[src/rtl/pipe_stage_reg.sv]
// Flow-controlled pipeline stage register with optional two-entry skid buffer.
// Carries a control bundle, NUM_DATA data words and a destination index between stages.
module pipe_stage_reg #(
  parameter int unsigned CTRL_W   = 2,
  parameter int unsigned DATA_W   = 32,
  parameter int unsigned NUM_DATA = 2,
  parameter int unsigned DEST_W   = 5,
  parameter int unsigned SKID     = 1
) (
  input  logic                       clk,
  input  logic                       rst,
  input  logic                       flush,
  input  logic                       in_valid,
  output logic                       in_ready,
  input  logic [CTRL_W-1:0]          in_ctrl,
  input  logic [NUM_DATA*DATA_W-1:0] in_data,
  input  logic [DEST_W-1:0]          in_dest,
  output logic                       out_valid,
  input  logic                       out_ready,
  output logic [CTRL_W-1:0]          out_ctrl,
  output logic [NUM_DATA*DATA_W-1:0] out_data,
  output logic [DEST_W-1:0]          out_dest,
  output logic [1:0]                 occupancy
);

  localparam int unsigned DataBusW = NUM_DATA * DATA_W;

  typedef struct packed {
    logic [CTRL_W-1:0]   ctrl;
    logic [DataBusW-1:0] data;
    logic [DEST_W-1:0]   dest;
  } entryT;

  entryT mainEntry;
  entryT skidEntry;
  entryT inEntry;
  logic  mainValid;
  logic  skidValid;
  logic  mainFree;
  logic  doAccept;

  // With the skid buffer, in_ready depends only on state, never on out_ready.
  always_comb begin
    inEntry  = '{ctrl: in_ctrl, data: in_data, dest: in_dest};
    mainFree = !mainValid || out_ready;
    in_ready = (SKID != 0) ? !skidValid : mainFree;
    doAccept = in_valid && in_ready;
  end

  always_ff @(posedge clk) begin
    if (!rst) begin
      mainValid <= 1'b0;
      skidValid <= 1'b0;
      mainEntry <= '0;
      skidEntry <= '0;
    end else if (flush) begin
      // Ctrl is cleared so a bubble never carries RegWrite/MemToReg downstream.
      mainValid      <= 1'b0;
      skidValid      <= 1'b0;
      mainEntry.ctrl <= '0;
      skidEntry.ctrl <= '0;
    end else if (mainFree) begin
      if (skidValid) begin
        mainValid      <= 1'b1;
        mainEntry      <= skidEntry;
        skidValid      <= 1'b0;
        skidEntry.ctrl <= '0;
      end else if (doAccept) begin
        mainValid <= 1'b1;
        mainEntry <= inEntry;
      end else begin
        mainValid      <= 1'b0;
        mainEntry.ctrl <= '0;
      end
    end else if (doAccept && (SKID != 0)) begin
      skidValid <= 1'b1;
      skidEntry <= inEntry;
    end
  end

  always_comb begin
    out_valid = mainValid;
    out_ctrl  = mainEntry.ctrl;
    out_data  = mainEntry.data;
    out_dest  = mainEntry.dest;
    occupancy = 2'(mainValid) + 2'(skidValid);
  end

endmodule

[config.mk]
export PLATFORM = sky130hd
export DESIGN_NAME = pipe_stage_reg
export DESIGN_NICKNAME = d
export VERILOG_FILES = /design/src/rtl/pipe_stage_reg.sv
export SDC_FILE = /design/constraint.sdc
export NUM_CORES = 1
export LEC_CHECK = 0
export CORE_MARGIN = 2
export CORE_UTILIZATION = 56
export CTS_BUF_LIST = sky130_fd_sc_hd__clkbuf_8
export DETAILED_ROUTE_END_ITERATION = 6
export PLACE_DENSITY = 0.94
export SYNTH_ARGS = -nofsm -noshare
export SYNTH_HDL_FRONTEND = slang
export SYNTH_SLANG_ARGS = --single-unit
[constraint.sdc]
create_clock -name clk -period 2.65 [get_ports clk]
set_input_delay 0.3975 -clock clk [delete_from_list [all_inputs] [get_ports clk]]
set_output_delay 0.3975 -clock clk [all_outputs]
set_load 0.01 [all_outputs]
==> impl_metrics.py <==
metrics = {
    "status": {
        "status": "finished clean",
    },
    "timing": {
        "max_freq_mhz": 461,
        "worst_pin_slew_ns": 0.560,
        "report.final.hold_viol_count": 0,
        "rsz0062_at_grt": "no",
        "min_period_ns": 2.17,
        "finClkSkew_ns": 0.0131,
        "fin_crit_sh_pct": 81.8,
        "setup_ws_ns": 0.482,
        "timing.slew.headroom_pct": 62.7,
        "tns_ns": 0,
        "report.final.slew_viol_count": 0,
        "finalSetupViolCount": 0,
    },
    "yosys": {
        "ys.flop_type": "dfxtp_1",
        "ys_types": 27,
        "synth_seq_cells": 144,
        "syn_avg_cell_area_um2": 9.86,
        "syn_area_um2": 6340,
        "synthesis.nets": 720,
        "synth_cells": 643,
        "yosys_warnings": 0,
        "async_reset_ff_share_pct": 0,
        "yosysSeqAreaShare_pct": 45.5,
        "synth_edf_count": 0,
    },
    "setup_path": {
        "crit_required_ns": 2.25,
        "arrival_ns": 1.77,
        "worst-path-max-fanout": 17,
        "endpoint_kind": "output pin",
        "cp-start-kind": "flip-flop",
        "path_class": "reg -> out",
        "worst_path_max_delay_cell": "dfxtp_4",
        "cp_slowest_stage_delay_ns": 0.55,
        "worstPathCellList": "ha_1 > clkdlybuf4s50_1",
    },
    "cells_and_area": {
        "num-nets-final": 837,
        "drive_gt1_share_pct": 6.47,
        "instances_no_fill": 913,
        "fillers": 768,
        "area_growth_pct": 29.6,
        "n_antenna_cell": 0,
    },
    "clocking": {
        "htreeDepth": 4,
        "numCtsBuffers": 17,
        "cts_resized": 0,
        "tritoncts": "done",
        "worstSkewPairLatency_ns": 0.45,
        "ctsHoldBuffers": 0,
        "clockBufferDepth": 2,
        "cts-root-buf": "clkbuf_8",
        "cts_setup_buffers": 0,
        "cts_sinks": 144,
        "clkTransAtPathRegs_ns": 0.08,
    },
    "worst_hold_path": {
        "hp-class": "in -> reg",
    },
    "route": {
        "highest_layer": "met4",
        "drt-met1-wl_um": 6450,
        "dr_wl_met2_um": 8080,
        "route.vias.total": 5222,
        "wl_per_cell_um": 17.4,
        "first_pass_iters": 6,
        "postRouteAntennaNets": 0,
        "initialDrtViolationCount": 458,
        "drc": 0,
        "routed_wl_um": 15900,
        "avgViaCountPerCell": 5.72,
        "met3WireLength_um": 1120,
    },
    "flow_run": {
        "drv_cap": 0,
    },
    "grt": {
        "grt_pass1_wl_um": 24800,
        "grt_max_degree": 89,
        "antenna_found_initial": 0,
        "grt_pass1_vias": 5217,
        "track_usage_pct": 26.3,
        "gr-total-overflow": 0,
    },
    "placement": {
        "pre_cts_ws_ns": 0.377,
        "hpwl_um": 10500,
        "routabilityCongestion": 0.817,
        "dp_cells": 881,
        "io_buffers": 150,
    },
    "floorplan": {
        "dieArea_um2": 12200,
        "core_area_um2": 10900,
        "die_w_um": 110,
        "ios": 151,
        "start_util_pct": 58.0,
        "num_rows": 38,
        "fp.dieH_um": 110,
    },
    "pwr": {
        "peakVddDrop_uv": 472,
        "power.density_nw_per_um2": 562,
        "leakage_nw": 3.49,
    },
}
-- where the power goes --
| group | leakage [nW] | switching, mW | internal [mW] |
|---|---|---|---|
| combinational | 2.11 | 0.279 | 0.341 |
| clock | 0.201 | 0.807 | 0.896 |
| sequential | 1.17 | 0.0497 | 2.25 |
| total | 3.49 | 1.14 | 3.48 |
-- cells in the mapped netlist (13+ instances only) --
| cell | instances | share of area, % |
|---|---|---|
| mux2i_1 | 138 | 22 |
| nand3_1 | 69 | 5.4 |
| dfxtp_1 | 144 | 45 |
| o211a_1 | 69 | 11 |
| clkbuf_1 | 30 | 1.8 |
| buf_2 | 14 | 1.1 |
| nand2_1 | 138 | 8.2 |
| buf_4 | 13 | 1.5 |
-- path summary, 6_finish.rpt --
path,to,slack (ns),from,depth (start not counted)
min,out_data[31],0.41,rst,2
max reg2reg,skidEntry[62],0.78,out_valid,4
max,occupancy[0],0.48,skidValid,2
min reg2reg,skidEntry[3],0.46,skidEntry[3],2
-- layout make-up --
type / count / area (µm²) / share of cell area (%)
clock buffers: 20 / 275 / 3.35
clock inverters: 12 / 116 / 1.42
inverters: 1 / 3.75 / 0.0457
multi-input cells: 436 / 3130 / 38.1
flip-flops and latches: 144 / 2890 / 35.1
well taps: 140 / 175 / 2.13
repair buffers: 160 / 1630 / 19.8
-- critical path: cells and delay by family, from the launching register on --
kind / cells / cell delay (ns)
DFF: 1 / 0.55
buffers and inverters: 1 / 0.48
adders and majority gates: 1 / 0.29
-- kinds of logic after synthesis --
group           synth area share [%]
simple gates                    15.0
flops                           45.5
mux                             21.8
compound gates                  12.3
buf+inv                         5.27
fa+ha+maj                      0.197
-- metal layers --
metal / vias to the layer above / track usage, %
li1: 2497 / -
met1: 2513 / 31.7
met2: 183 / 44.5
met3: 29 / 7.11
met4: 0 / 10.6
met5: - / 0
-- flip-flops by register name (all words and copies together), names as in the netlist --
register   flops
out_valid      1
skidEntry     71
out_ctrl       2
skidValid      1
out_dest       5
out_data      64
-- cell usage in the layout (no fill, tap or decap), types with 2 or more instances in the layout --
cell type | netlist | layout
mux2i_1 | 138 | 138
nand3_1 | 69 | 69
clkinvlp_4 | 0 | 3
clkdlybuf4s50_1 | 0 | 149
nand2_1 | 138 | 138
nor2_1 | 2 | 2
o211a_1 | 69 | 69
bufinv_16 | 0 | 2
dfxtp_1 | 144 | 143
a32o_1 | 2 | 2
clkinv_2 | 0 | 6
buf_12 | 1 | 4
a22o_1 | 2 | 2
o21ba_2 | 2 | 3
clkbuf_8 | 0 | 20
inv_1 | 1 | 2
nor2b_1 | 2 | 2
o21ai_0 | 2 | 2
a21oi_1 | 2 | 2
buf_4 | 13 | 6
-- per-stage QoR --
step	hold slack (ns)	total power [mW]	util, %	cell area, µm²
finish	0.414	4.62	75.1	8210
global route	0.428	4.79	75.1	8210
CTS	0.394	4.64	75.1	8210
floorplan	0.434	2.62	-	6340
global placement	0.441	2.93	71.5	7820
detailed placement	0.451	2.96	71.5	7820
No activity file was read; power rests on OpenSTA's default activity.
